### src/rtl/hw_checksum_engine.sv
// Streaming RFC 1071 ones'-complement checksum engine with optional IPv4 pseudo-header,
// odd-length padding, UDP zero substitution and a receive-side verify flag.
module hw_checksum_engine #(
  parameter int DATA_BYTES = 2,
  parameter int ACC_W      = 32
) (
  input  logic                    pe_clk,
  input  logic                    pe_rstn,
  input  logic                    pe_logic_clr,
  input  logic                    start,
  input  logic                    pseudo_en,
  input  logic                    udp_zero_fix,
  input  logic [31:0]             src_ip,
  input  logic [31:0]             dst_ip,
  input  logic [7:0]              protocol,
  input  logic [15:0]             l4_len,
  input  logic                    data_valid,
  input  logic [DATA_BYTES*8-1:0] data_in,
  input  logic [DATA_BYTES-1:0]   data_keep,
  input  logic                    data_last,
  output logic                    data_ready,
  output logic [15:0]             checksum_out,
  output logic                    checksum_valid,
  output logic                    checksum_ok
);

  typedef enum logic [2:0] {IDLE, PSEUDO, DATA, FOLD1, FOLD2, DONE} state_t;

  state_t           state, state_nxt;
  logic [ACC_W-1:0] acc_p0, ph_sum, ph_sum_nxt, beat_sum;
  logic             par_p0, beat_par, zfix;
  logic [16:0]      fold_p1;
  logic [15:0]      fold_p2;
  logic [7:0]       lane;
  logic             beat_acc;

  function automatic logic [15:0] end_around(input logic [16:0] f);
    return f[15:0] + {15'd0, f[16]};
  endfunction

  function automatic logic [15:0] zero_sub(input logic [15:0] c, input logic en);
    return (en && c == 16'h0000) ? 16'hFFFF : c;
  endfunction

  assign data_ready     = (state == DATA);
  assign checksum_valid = (state == DONE);
  assign beat_acc       = data_valid && data_ready;
  assign fold_p2        = end_around(fold_p1);

  assign ph_sum_nxt = ACC_W'(src_ip[31:16]) + ACC_W'(src_ip[15:0]) +
                      ACC_W'(dst_ip[31:16]) + ACC_W'(dst_ip[15:0]) +
                      ACC_W'(protocol)      + ACC_W'(l4_len);

  // A byte at even parity is a word's high half, so adding it pre-shifted makes the
  // trailing-byte zero pad implicit and no pending-byte register is needed.
  always_comb begin
    beat_sum = '0;
    beat_par = par_p0;
    lane     = '0;
    for (int i = 0; i < DATA_BYTES; i++) begin
      if (data_keep[DATA_BYTES-1-i]) begin
        lane     = data_in[8*(DATA_BYTES-1-i) +: 8];
        beat_sum = beat_sum + (beat_par ? ACC_W'({8'h00, lane}) : ACC_W'({lane, 8'h00}));
        beat_par = ~beat_par;
      end
    end
  end

  always_comb begin
    state_nxt = state;
    if (start) begin
      state_nxt = PSEUDO;
    end else begin
      case (state)
        PSEUDO:  state_nxt = DATA;
        DATA:    if (beat_acc && data_last) state_nxt = FOLD1;
        FOLD1:   state_nxt = FOLD2;
        FOLD2:   state_nxt = DONE;
        IDLE:    state_nxt = IDLE;
        DONE:    state_nxt = DONE;
        default: state_nxt = IDLE;
      endcase
    end
  end

  always_ff @(posedge pe_clk or negedge pe_rstn) begin
    if (!pe_rstn)          state <= IDLE;
    else if (pe_logic_clr) state <= IDLE;
    else                   state <= state_nxt;
  end

  always_ff @(posedge pe_clk or negedge pe_rstn) begin
    if (!pe_rstn) begin
      acc_p0       <= '0;
      par_p0       <= 1'b0;
      ph_sum       <= '0;
      zfix         <= 1'b0;
      fold_p1      <= '0;
      checksum_out <= '0;
      checksum_ok  <= 1'b0;
    end else if (pe_logic_clr) begin
      acc_p0       <= '0;
      par_p0       <= 1'b0;
      ph_sum       <= '0;
      zfix         <= 1'b0;
      fold_p1      <= '0;
      checksum_out <= '0;
      checksum_ok  <= 1'b0;
    end else if (start) begin
      acc_p0 <= '0;
      par_p0 <= 1'b0;
      ph_sum <= pseudo_en ? ph_sum_nxt : '0;
      zfix   <= udp_zero_fix;
    end else begin
      case (state)
        PSEUDO: acc_p0 <= ph_sum;
        // stage p0: per-beat accumulation
        DATA: begin
          if (beat_acc) begin
            acc_p0 <= acc_p0 + beat_sum;
            par_p0 <= data_last ? 1'b0 : beat_par;
          end
        end
        // stage p1: first fold of the upper accumulator bits
        FOLD1: fold_p1 <= 17'(acc_p0[15:0]) + 17'(acc_p0[ACC_W-1:16]);
        // stage p2: end-around carry, complement and verify
        FOLD2: begin
          checksum_out <= zero_sub(~fold_p2, zfix);
          checksum_ok  <= (fold_p2 == 16'hFFFF);
        end
        default: ;
      endcase
    end
  end

endmodule

### config.mk
export PLATFORM = sky130hd
export DESIGN_NAME = hw_checksum_engine
export DESIGN_NICKNAME = d
export VERILOG_FILES = /design/src/rtl/hw_checksum_engine.sv
export SDC_FILE = /design/constraint.sdc
export NUM_CORES = 1
export LEC_CHECK = 0
export ABC_AREA = 0
export BUFFER_PORTS_ARGS = -buffer_cell sky130_fd_sc_hd__buf_2
export CAP_MARGIN = 20
export CORE_MARGIN = 5
export CORE_UTILIZATION = 48
export DETAILED_ROUTE_END_ITERATION = 8
export GPL_TIMING_DRIVEN = 0
export PLACE_DENSITY = 0.69
export SYNTH_ARGS = -nofsm -noshare
export SYNTH_HDL_FRONTEND = slang
export SYNTH_SLANG_ARGS = --single-unit
### constraint.sdc
create_clock -name pe_clk -period 14.2 [get_ports pe_clk]
set_clock_uncertainty 0.15 [all_clocks]
set_input_delay 2.84 -clock pe_clk [delete_from_list [all_inputs] [get_ports pe_clk]]
set_output_delay 2.84 -clock pe_clk [all_outputs]
set_load 0.01 [all_outputs]
Word-level counts from Yosys, hierarchy flattened:

Cells that the tools add are included.

* bits in read-only memories: 0
* latch bits: 0
* register bits: 103
* bits in writable memories: 0
* memories: 0
* word-level logic and storage cells: 78
* input port bits: 114

* shift-type cells: 0
* multipliers: 0
* order comparisons: 0
* muxes and demuxes: 34
* bitwise gates (word level): 3
* equality and inequality tests: 9
* reduce and logical (&&, ||, !) cells: 15
* add/sub/neg operators: 9
* div/mod/pow operators: 0

Operators with widths (count)
* $mux 32: 6
* $mux 16: 7
* $pmux 32 s2: 1
* $mux 17: 3
* $add 16x16->17: 2
* $add 32x16->32: 1
* $add 32x32->32: 1
* $add 20x16->21: 1
* $mux 21: 1
* $add 19x8->20: 1
* $add 18x16->19: 1
* $add 17x16->18: 1
* $add 16x1->16: 1
* $eq 16x16->1 const B: 1
* $logic_not 16->1: 1
* $not 16->16: 1
* $mux 1: 12
* $pmux 3 s4: 1
* $mux 3: 3
* $ne 4x3->1 const B: 2
* $reduce_and 2->1: 4
* $eq 3x2->1 const B: 2
* $eq 3x3->1 const B: 2
* $reduce_bool 2->1: 3
* 7 further kinds: 11

Depth between registers and ports, before layout:

Gate-level depths: netlist of run 1.

* word-level depth: 10
* gate-level depth with buffers: 20
* mapped depth without buffers: 20

Least setup slack after synthesis of run 1:

Ideal clock, no wire load.

* path type: input -> register
* start: input data_keep[1]
* end: register acc_p0[27]
* data arrival time: 6.593 ns
* library setup time: 0.132 ns
* buffers on the path: 1
* setup slack: 7.325 ns
* stages on the path: 20
* path through: clkbuf_1 -> and3_1 -> ha_1 -> inv_1 -> fa_1 -> nor2b_1 -> o31a_1 -> o21bai_1 -> a21boi_0 -> nor2_1 -> xnor2_1 -> mux2_2 -> ha_1 -> nand2_1 -> a2111oi_0 -> o2bb2ai_1 -> a41oi_2 -> nor4_1 -> xnor2_1 -> nor2_1

* cells in the longest elaborated chain, start to end: 9
* elaborated cells between the ends (all ways): 10
* classes of those cells: add/sub: 2; mux: 8

Ends and longest elaborated chain
* start, declared: line 19 `input logic [DATA_BYTES-1:0] data_keep,`
* $mux 1: line 61 `if (data_keep[DATA_BYTES-1-i]) begin`
* $mux 16: line 63 `beat_sum = beat_sum + (beat_par ? ACC_W'({8'h00, lane}) : ACC_W'({lane, 8'h00}));`
* $add 32x16->32: line 63
* $mux 32 *: line 61
* $add 32x32->32 *: line 120 `acc_p0 <= acc_p0 + beat_sum;`
* $mux 32 *: line 119 `if (beat_acc) begin`
* $pmux 32 s2 *: line 115 `case (state)`
* $mux 32 *: line 109 `end else if (start) begin`
* $mux 32 *: line 101 `end else if (pe_logic_clr) begin`
* end signal, assigned: line 116 `PSEUDO: acc_p0 <= ph_sum;`
* end signal, assigned: line 120
* end, declared: line 30 `logic [ACC_W-1:0] acc_p0, ph_sum, ph_sum_nxt, beat_sum;`

Mark *: on every way between the ends. The rest lies on a longest branch, timed or not. The select of a mux whose other input is x is not followed.
A chain may end at the register's enable or synchronous reset.

Worst setup path in the final report of run 1:

Same ends and word-level chain as after synthesis.

==> impl_metrics.tcl, run 1 <==
set metrics [dict create \
    coreArea_mm2 0.0178 \
    synth_largest_area_cell "dfrtp_1" \
    irDropWorstVdd_mv 0.0798 \
    seq_area_frac_synth_pct 26.0 \
    htree_num_levels 3 \
    mostFrequentLayoutCell "buf_2" \
    postCtsResizedCells 0 \
    hold_path_class "reg2reg" \
    syn_to_final_growth_pct 14.7 \
    max_freq_mhz 129 \
    fin_crit_sh_pct 54.7 \
    antenna_found_initial 1 \
    crit_type "in2reg" \
    postRouteAntennaNets 0 \
    p_seq_share_pct 30.5 \
    setup_ws_ns 6.44 \
    p_comb_share_pct 43.3 \
    path_max_fanout 10 \
    wl_mm 21.6 \
    synth_fp_nets 1173 \
    grt_pass1_wl_mm 35.7 \
    synth.avg_cell_area_um2 9.36 \
    p_clk_share_pct 26.2 \
    async_flop_share_pct 100 \
    diodes 0 \
    dieWidth_um 144 \
    initial_core_util_pct 48.5 \
    total_power_mw 0.938 \
    finalSetupViolCount 0 \
    cap_violations 0 \
    ctsRootBufferMaster "clkbuf_16" \
    cts.sinks 90 \
    clk_latency_ns 0.36 \
    finalNetCount 1315 \
    ios 133 \
    drv_slew 0 \
    crit_arrival_ns 7.84 \
    switching_share_pct 36.6 \
    drtPass1Iterations 4 \
    drtIter0Drc 377 \
    grt_use_met3_pct 4.10 \
    grt_usage_pct 21.3 \
    p_int_mw 0.595 \
    tns_ns 0 \
    p_leak_nw 4.52 \
    dp_cells 1285 \
    cts_hold_buf 0 \
    rows 49 \
    gp_congestion 0.902 \
    status "finished, final reports clean" \
    synth_seq_cells 90 \
    power_density_mw_per_mm2 94.5 \
    final_cell_mix "buf_2, dfrtp_1, nand2_1" \
    dp_hpwl_mm 17.9 \
    post-route-util_pct 55.7 \
    grt_busiest_layer "met2" \
    die_area_mm2 0.0208 \
    post-cts-setup-buffers 0 \
    synth-edff-count 0 \
    worstPathRequired_ns 14.28 \
    drive_gt1_share_pct 17.4 \
    vias_per_cell 5.71 \
    cts.clk_slew.worst_paths_ns 0.06 \
    fin_area_mm2 0.00993 \
    tightest_slew_ns 0.947 \
    syn_area_mm2 0.00866 \
    synthCells 925 \
    synth_top_area_share_pct 26.0 \
    wire_per_inst_um 16.6 \
    fin_cells 1301 \
    endpoint_kind "register" \
    cts_buffers 9 \
    final_hold_viol_count 0 \
    period_minus_slack_ns 7.76 \
    p_sw_mw 0.343 \
    cts_tree "built" \
    grt_pass1_vias 7496 \
    ys_warn_count 0 \
    synthFlopType "dfrtp_1" \
    synth.area.top_cells "dfrtp_1, fa_1, ha_1" \
    grt_max_degree 73 \
    max_slew_margin_pct 36.1 \
    post-place-ws_ns 6.16 \
    die_h_um 144 \
    whs_ns 0.342 \
    met1_usage_pct 28.4 \
    postPlaceCellArea_mm2 0.00963 \
    drc_errors 0 \
    cts_buffer_depth 2 \
    io_buffers 130 \
    grt_setup_unrepaired "no" \
    synth_cell_types 67 \
    critPathLaunchType "input pin" \
    grtUsageMet2_pct 34.7 \
    vias 7431 \
    overflow 0 \
]
[Yosys cell counts (3+ instances only)]
library cell / number
xor2_1: 21
nand2b_1: 7
o211ai_1: 11
clkbuf_1: 26
mux2i_1: 5
mux2_2: 8
nor3b_1: 3
and2_1: 27
a22o_1: 18
a21oi_1: 59
a211o_1: 3
o2111ai_1: 3
o31ai_1: 7
nor3_1: 25
ha_1: 75
inv_1: 33
a32oi_1: 3
a311oi_1: 8
o21bai_1: 7
o21a_1: 10
nor4_1: 5
a21boi_0: 5
nor2_1: 74
xnor2_1: 50
nand2_1: 76
a31oi_1: 8
a311oi_2: 10
or2_2: 10
fa_1: 59
a211oi_1: 15
or3_1: 7
nand4_1: 9
dfrtp_1: 90
nand3_1: 16
o21ai_0: 65
a21o_1: 15
and3_1: 13
nand3b_1: 3
[layout make-up]
| cell class | instances | area [um2] |
|---|---|---|
| fill | 1644 | 7910 |
| timing repair buffer | 131 | 681 |
| clock inverter | 5 | 60.1 |
| clock buffer | 11 | 243 |
| buffer | 28 | 113 |
| sequential | 90 | 2250 |
| inverter | 33 | 124 |
| tap | 229 | 287 |
| multi-input combinational | 774 | 6170 |
[critical path: stages]
cell and delay (ns):
buf_2 0.10, xor2_1 0.51, and2_1 0.22, ha_1 0.22
inv_1 0.07, fa_1 0.40, nor2b_1 0.19, o31a_1 0.19
o21bai_1 0.10, a21boi_0 0.32, nor2_1 0.10, xnor2_1 0.13
mux2_2 0.29, ha_1 0.35, nand2_1 0.09, a2111oi_0 0.36
o2bb2ai_1 0.32, a41oi_2 0.39, nor4_1 0.42, xnor2_1 0.16
nor2_1 0.05
[state kept, by name, summed over array words and instances, names as in the netlist]
register	count
ph_sum	19
checksum_out	16
checksum_ok	1
fold_p1	17
par_p0	1
state	3
acc_p0	32
zfix	1
[routing by layer]
metal | share of wire, % | wire length, um | vias up
met5 | 0.032 | 7 | -
met3 | 6.3 | 1360 | 39
li1 | - | - | 3670
met2 | 46 | 10000 | 229
met1 | 44 | 9550 | 3491
met4 | 3.1 | 666 | 2
[path summary, 6_finish.rpt]
path | startpoint | end | slack (ns) | depth (start not counted)
max in group asynchronous | pe_rstn | acc_p0[26]$_DFFE_PN0P_ | 11.06 | 2
hold reg to reg | ph_sum[1]$_DFFE_PN0P_ | ph_sum[1]$_DFFE_PN0P_ | 0.34 | 2
min in group asynchronous | pe_rstn | checksum_out[5]$_DFFE_PN0P_ | 2.21 | 1
hold / removal | ph_sum[1]$_DFFE_PN0P_ | ph_sum[1]$_DFFE_PN0P_ | 0.34 | 2
setup reg to reg | par_p0$_DFFE_PN0P_ | acc_p0[27]$_DFFE_PN0P_ | 8.58 | 20
setup / recovery | data_keep[1] | acc_p0[27]$_DFFE_PN0P_ | 6.44 | 21
[power by group through the flow]
stage	clock network, mW	registers [mW]	logic, mW
floorplan	0	0.284	0.309
finish	0.246	0.286	0.406
CTS	0.250	0.286	0.411
global placement	0	0.290	0.400
global route	0.262	0.287	0.471
detailed placement	0	0.291	0.408
[logic make-up after synthesis]
kind of cell               count (synthesis)  synth area share, %
adders and majority gates                134                 24.5
xor gates and xnor gates                  71                 7.18
DFF                                       90                 26.0
buffers and inverters                     61                 2.73
AOI/OAI and AO/OA                        267                 21.4
and+or+nand+nor                          289                 16.6
muxes                                     13                 1.62
No activity file was read; power rests on OpenSTA's default activity.
==> run 2, diff against run 1 <==
--- a/config.mk
+++ b/config.mk
@@ -5,14 +5,14 @@
 export SDC_FILE = /design/constraint.sdc
 export NUM_CORES = 1
 export LEC_CHECK = 0
-export ABC_AREA = 0
+export ABC_AREA = 1
 export BUFFER_PORTS_ARGS = -buffer_cell sky130_fd_sc_hd__buf_2
 export CAP_MARGIN = 20
 export CORE_MARGIN = 5
 export CORE_UTILIZATION = 48
 export DETAILED_ROUTE_END_ITERATION = 8
 export GPL_TIMING_DRIVEN = 0
-export PLACE_DENSITY = 0.69
+export PLACE_DENSITY = 0.71
 export SYNTH_ARGS = -nofsm -noshare
 export SYNTH_HDL_FRONTEND = slang
 export SYNTH_SLANG_ARGS = --single-unit
==> constraint.sdc (replaced) <==
create_clock -name pe_clk -period 7.05 [get_ports pe_clk]
set_clock_uncertainty 0.15 [all_clocks]
set_input_delay 1.41 -clock pe_clk [delete_from_list [all_inputs] [get_ports pe_clk]]
set_output_delay 1.41 -clock pe_clk [all_outputs]
set_load 0.01 [all_outputs]
==> run 2 against run 1 <==
Die area grew 5.8%; cell area up 5.4%; global-route usage grew 1.9 points; first-iteration DRC count is 48% higher; clock power is 95% higher; critical path type unchanged; synthesized area is 6.2% higher; synthesized cell count grew 41%; sequential power increased by 100%; setup slack got worse by 4.9 ns; power is 110% higher; via count up 21%; register-to-register slack worse by 6.3 ns.
==> impl_metrics.tcl, run 2 <==
set metrics [dict create \
    cts_buffers 9 \
    top_register "acc_p0" \
    ios 133 \
    initial_core_util_pct 49.0 \
    whs_ns 0.325 \
    synthMuxAreaShare_pct 0 \
    power_density_mw_per_mm2 189 \
    ctsRootBufferMaster "clkbuf_16" \
    ff_latch_area_mm2 0.00225 \
    p_leak_nw 5.52 \
    synth_top_family_by_area "simple AND/OR/NAND/NOR gates" \
    grt_max_degree 50 \
    grt_pass1_wl_mm 42.0 \
    wire_per_inst_um 14.9 \
    overflow 0 \
    rows 50 \
    yosys.area_share.adder_pct 23.0 \
    final_cell_mix "nand2_1, inv_1, buf_2" \
    period_minus_slack_ns 5.52 \
    dp_hpwl_mm 20.8 \
    max_freq_mhz 181 \
    grt_setup_unrepaired "no" \
    drive_gt1_share_pct 12.5 \
    cts_hold_buf 0 \
    hold-path-cell-count 2 \
    worstPathRequired_ns 7.15 \
    post-synth-top-count-cell "nand2_1" \
    cp_slowest_cell "fa_1" \
    multi_input_area_mm2 0.00629 \
    coreArea_mm2 0.0188 \
    drv_slew 0 \
    worstHoldStart "checksum_out[11]$_DFFE_PN0P_" \
    cap_violations 0 \
    antenna_found_initial 0 \
    drtPass1Iterations 7 \
    finalSetupViolCount 0 \
    critPathLaunchType "input pin" \
    largest_register_ffs 32 \
    cp_num_cells 27 \
    r2r_slack_ns 2.24 \
    status "finished, final reports clean" \
    cp_top_family "simple AND/OR/NAND/NOR gates" \
    synth-edff-count 0 \
    ys_warn_count 0 \
    endpoint_kind "register" \
    gp_congestion 0.960 \
    synth_largest_area_cell "dfrtp_1" \
    path_max_fanout 10 \
    synthCells 1304 \
    crit_arrival_ns 5.61 \
    synthFlopType "dfrtp_1" \
    postRouteAntennaNets 0 \
    grt_usage_pct 23.2 \
    tightest_slew_ns 0.725 \
    synth_fp_nets 1552 \
    synth-xor-area-share_pct 2.19 \
    cts.sinks 90 \
    finalNetCount 1695 \
    crit_type "in2reg" \
    largestRegisters "acc_p0 x32, ph_sum x19, fold_p1 x17" \
    n_fill_cell 1848 \
    die_h_um 148 \
    cts_tree "built" \
    clk_latency_ns 0.36 \
    die_area_mm2 0.0220 \
    critPathBufInv 5 \
    syn_to_final_growth_pct 13.8 \
    postCtsResizedCells 0 \
    post-route-util_pct 55.8 \
    drc_errors 0 \
    io_buffers 131 \
    cpMostUsedCell "nand2_1" \
    cp_slowest_stage_delay_ns 0.39 \
    seq_area_frac_synth_pct 24.5 \
    dieWidth_um 148 \
    post-cts-setup-buffers 0 \
    max_slew_margin_pct 51.3 \
    fin_crit_sh_pct 78.3 \
    tns_ns 0 \
    grt_pass1_vias 8981 \
    vias_per_cell 5.34 \
    synth_top_area_share_pct 24.5 \
    async_flop_share_pct 100 \
    synth_common_cells "nand2_1, inv_1, nor2_1, o21ai_0, a21oi_1" \
    r2r-start "par_p0$_DFFE_PN0P_" \
    final_hold_viol_count 0 \
    synth_compound_area_share_pct 14.0 \
    synth_seq_cells 90 \
    vias 9002 \
    cts.clk_slew.worst_paths_ns 0.07 \
    mostFrequentLayoutCell "nand2_1" \
    syn_area_mm2 0.00920 \
    synth.area.top_cells "dfrtp_1, nand2_1, fa_1" \
    r2r_cells 26 \
    wl_mm 25.1 \
    synth-simple-area-share_pct 29.1 \
    cts_buffer_depth 2 \
    synth_cell_types 46 \
    htree_num_levels 3 \
    synth.avg_cell_area_um2 7.05 \
    hold_path_class "reg2reg" \
    whs_endpoint "checksum_out[11]$_DFFE_PN0P_" \
    irDropWorstVdd_mv 0.121 \
    r2r_end "acc_p0[18]$_DFFE_PN0P_" \
    drtIter0Drc 558 \
]
-- run 2: stage by stage --
stage                     power, mW  worst slack [ns]  area, um2  instances
after floorplan                1.26              2.05       9200       1304
after global placement         1.48              1.31      10100       1669
after detailed placement       1.49              1.22      10200       1670
after CTS                      1.98              1.59      10500       1686
after global routing           2.15              1.11      10500       1686
final                          1.97              1.53      10500       1687
-- run 2: how the worst max path moves through the flow --
stage | from | end | slack (ns)
finish | data_keep[1] | acc_p0[18]$_DFFE_PN0P_ | 1.53
global route | data_keep[1] | acc_p0[31]$_DFFE_PN0P_ | 1.11
CTS | data_keep[1] | acc_p0[31]$_DFFE_PN0P_ | 1.59
detailed placement | data_keep[1] | acc_p0[27]$_DFFE_PN0P_ | 1.22
global placement | data_keep[1] | acc_p0[18]$_DFFE_PN0P_ | 1.31
floorplan | data_keep[1] | acc_p0[27]$_DFFE_PN0P_ | 2.05
-- run 2: cells by family (layout without fill, tap and decap cells) --
group / count (synthesis) / after routing
buffers and inverters: 172 / 320
AO/OA/AOI/OAI: 239 / 239
AND/OR/NAND/NOR: 646 / 646
other: 0 / 1
flip-flops: 90 / 90
XOR/XNOR: 23 / 23
adder cells (fa/ha/maj): 134 / 134
-- run 2: power by group --
group | switching [mW] | leakage, nW | internal, mW
Clock | 0.232 | 0.139 | 0.246
Sequential | 0.0259 | 1.25 | 0.550
Combinational | 0.563 | 4.13 | 0.356
-- run 2: area by class of cell --
class	instances	area share, %
Antenna cell	1	0.0239
Buffer	20	0.849
Clock buffer	9	2.15
Clock inverter	7	0.562
Inverter	152	5.46
Multi-Input combinational cell	1042	60.1
Sequential cell	90	21.5
Tap cell	234	2.80
Timing Repair Buffer	132	6.55
-- run 2: per-layer routing --
metal | wire, um | up-vias | global-route usage [%]
li1 | - | 4548 | -
met1 | 11100 | 4138 | 31.0
met2 | 12100 | 272 | 39.6
met3 | 1210 | 44 | 2.47
met4 | 648 | 0 | 7.21
met5 | 0 | - | 0
-- run 2: tightest hold or removal path, stage by stage, from the launching register on --
cell and delay [ns]:
dfrtp_1 0.34, nand2_1 0.05, nand2_1 0.05
==> run 3, diff against run 2 <==
--- a/config.mk
+++ b/config.mk
@@ -12,7 +12,7 @@
 export CORE_UTILIZATION = 48
 export DETAILED_ROUTE_END_ITERATION = 8
 export GPL_TIMING_DRIVEN = 0
-export PLACE_DENSITY = 0.71
+export PLACE_DENSITY = 0.69
 export SYNTH_ARGS = -nofsm -noshare
 export SYNTH_HDL_FRONTEND = slang
 export SYNTH_SLANG_ARGS = --single-unit
==> constraint.sdc (replaced) <==
create_clock -name pe_clk -period 5.6 [get_ports pe_clk]
set_clock_uncertainty 0.15 [all_clocks]
set_input_delay 1.12 -clock pe_clk [delete_from_list [all_inputs] [get_ports pe_clk]]
set_output_delay 1.12 -clock pe_clk [all_outputs]
set_load 0.01 [all_outputs]
==> run 3 against run 2 <==
Register-to-register slack worse by 1.3 ns; die area stayed put; largest power group unchanged; global-route usage is 0.13 points lower; critical endpoint unchanged; clock-buffer cell count stayed put; highest routed layer unchanged; critical path type unchanged; cell area hardly changed.
==> impl_metrics.tcl, run 3 (same netlist as run 2, synthesis figures left out) <==
set metrics [dict create \
    status "finished, final reports clean" \
    drv_slew 0 \
    coreArea_mm2 0.0188 \
    gp_congestion 0.924 \
    grt_busiest_layer "met2" \
    n_fill_cell 1894 \
    final_hold_viol_count 0 \
    antenna_found_initial 1 \
    overflow 0 \
    critPathLaunchType "input pin" \
    p_leak_nw 5.52 \
    grt_use_met3_pct 2.22 \
    power_density_mw_per_mm2 237 \
    tightest_slew_ns 0.757 \
    drtPass1Iterations 5 \
    fin_crit_sh_pct 91.4 \
    met1_usage_pct 31.1 \
    dp_hpwl_mm 20.8 \
    drive_gt1_share_pct 12.5 \
    hold_path_class "reg2reg" \
    largest_register_ffs 32 \
    postRouteAntennaNets 0 \
    postCtsResizedCells 0 \
    tns_ns 0 \
    grt_max_degree 58 \
    total_power_mw 2.48 \
    crit_type "in2reg" \
    die_area_mm2 0.0220 \
    grt_pass1_vias 8882 \
    wl_mm 24.7 \
    finalNetCount 1695 \
    mostFrequentLayoutCell "nand2_1" \
    crit_arrival_ns 5.21 \
    clk_latency_ns 0.35 \
    top_register "acc_p0" \
    post-cts-setup-buffers 0 \
    cts_tree "built" \
    htree_num_levels 3 \
    grt_usage_pct 23.0 \
    irDropWorstVdd_mv 0.148 \
    cts.clk_slew.worst_paths_ns 0.07 \
    worstPathRequired_ns 5.69 \
    syn_to_final_growth_pct 13.8 \
    vias 9013 \
    die_h_um 148 \
    cts_buffer_depth 2 \
    ios 133 \
    grtUsageMet2_pct 38.9 \
    finalSetupViolCount 0 \
    wire_per_inst_um 14.6 \
    cap_violations 0 \
    final_cell_mix "nand2_1, inv_1, buf_2" \
    rows 50 \
    ctsRootBufferMaster "clkbuf_16" \
    path_max_fanout 10 \
    vias_per_cell 5.34 \
    initial_core_util_pct 49.0 \
    grt_pass1_wl_mm 41.9 \
    cts_hold_buf 0 \
    cts_buffers 9 \
    endpoint_kind "register" \
    drc_errors 0 \
    max_slew_margin_pct 49.3 \
    period_minus_slack_ns 5.12 \
    cp_slowest_stage_delay_ns 0.40 \
    cpMostUsedCell "nand2_1" \
    critPathBufInv 5 \
    io_buffers 131 \
    cp_top_family "simple AND/OR/NAND/NOR gates" \
    largestRegisters "acc_p0 x32, ph_sum x19, fold_p1 x17" \
    drtIter0Drc 470 \
    grt_setup_unrepaired "no" \
    cts.sinks 90 \
    dieWidth_um 148 \
    cp_slowest_cell "fa_1" \
    max_freq_mhz 195 \
]
## run 3: through the flow
step	cell area [um2]	util (%)	hold slack, ns	setup slack [ns]	cells
2_1_floorplan	9200	-	0.294	0.887	1304
3_3_place_gp	10100	54.1	0.310	0.182	1669
3_5_place_dp	10200	54.2	0.312	0.177	1670
4_1_cts	10500	55.8	0.332	0.546	1686
5_1_grt	10500	55.8	0.354	0.0972	1687
6_report	10500	55.8	0.327	0.480	1687
## run 3: report_power, final
| part | switching, mW | total, mW | internal [mW] |
|---|---|---|---|
| clock | 0.297 | 0.612 | 0.315 |
| sequential | 0.0342 | 0.726 | 0.692 |
| combinational | 0.701 | 1.15 | 0.446 |
## run 3: path summary, 6_finish.rpt
path                                              start                            to  slack, ns  cells after the start
setup / recovery                           data_keep[1]        acc_p0[18]$_DFFE_PN0P_       0.48                     27
hold / removal             checksum_out[12]$_DFFE_PN0P_  checksum_out[12]$_DFFE_PN0P_       0.33                      2
setup reg to reg                     par_p0$_DFFE_PN0P_        acc_p0[18]$_DFFE_PN0P_       0.90                     26
hold reg to reg            checksum_out[12]$_DFFE_PN0P_  checksum_out[12]$_DFFE_PN0P_       0.33                      2
max in group asynchronous                       pe_rstn  checksum_out[14]$_DFFE_PN0P_       4.06                      2
min in group asynchronous                       pe_rstn       fold_p1[15]$_DFFE_PN0P_       0.59                      1
## run 3: cell type report
class,count,area (um2),area share (%)
Timing Repair Buffer,132,686,6.55
Clock buffer,9,225,2.15
Buffer,20,88.8,0.848
Inverter,152,572,5.46
Clock inverter,7,67.6,0.645
Multi-Input combinational cell,1042,6290,60.0
Tap cell,234,293,2.80
Sequential cell,90,2250,21.5
Antenna cell,1,2.50,0.0239
## run 3: per-layer routing
layer	wire [um]	vias up
met2	11900	221
met5	0	-
met3	913	42
li1	-	4541
met1	11200	4209
met4	666	0
## run 3: tightest hold or removal path: stages, from the launching register on
cell and delay (ns):
dfrtp_1 0.34, nand2_1 0.05, nand2_1 0.06
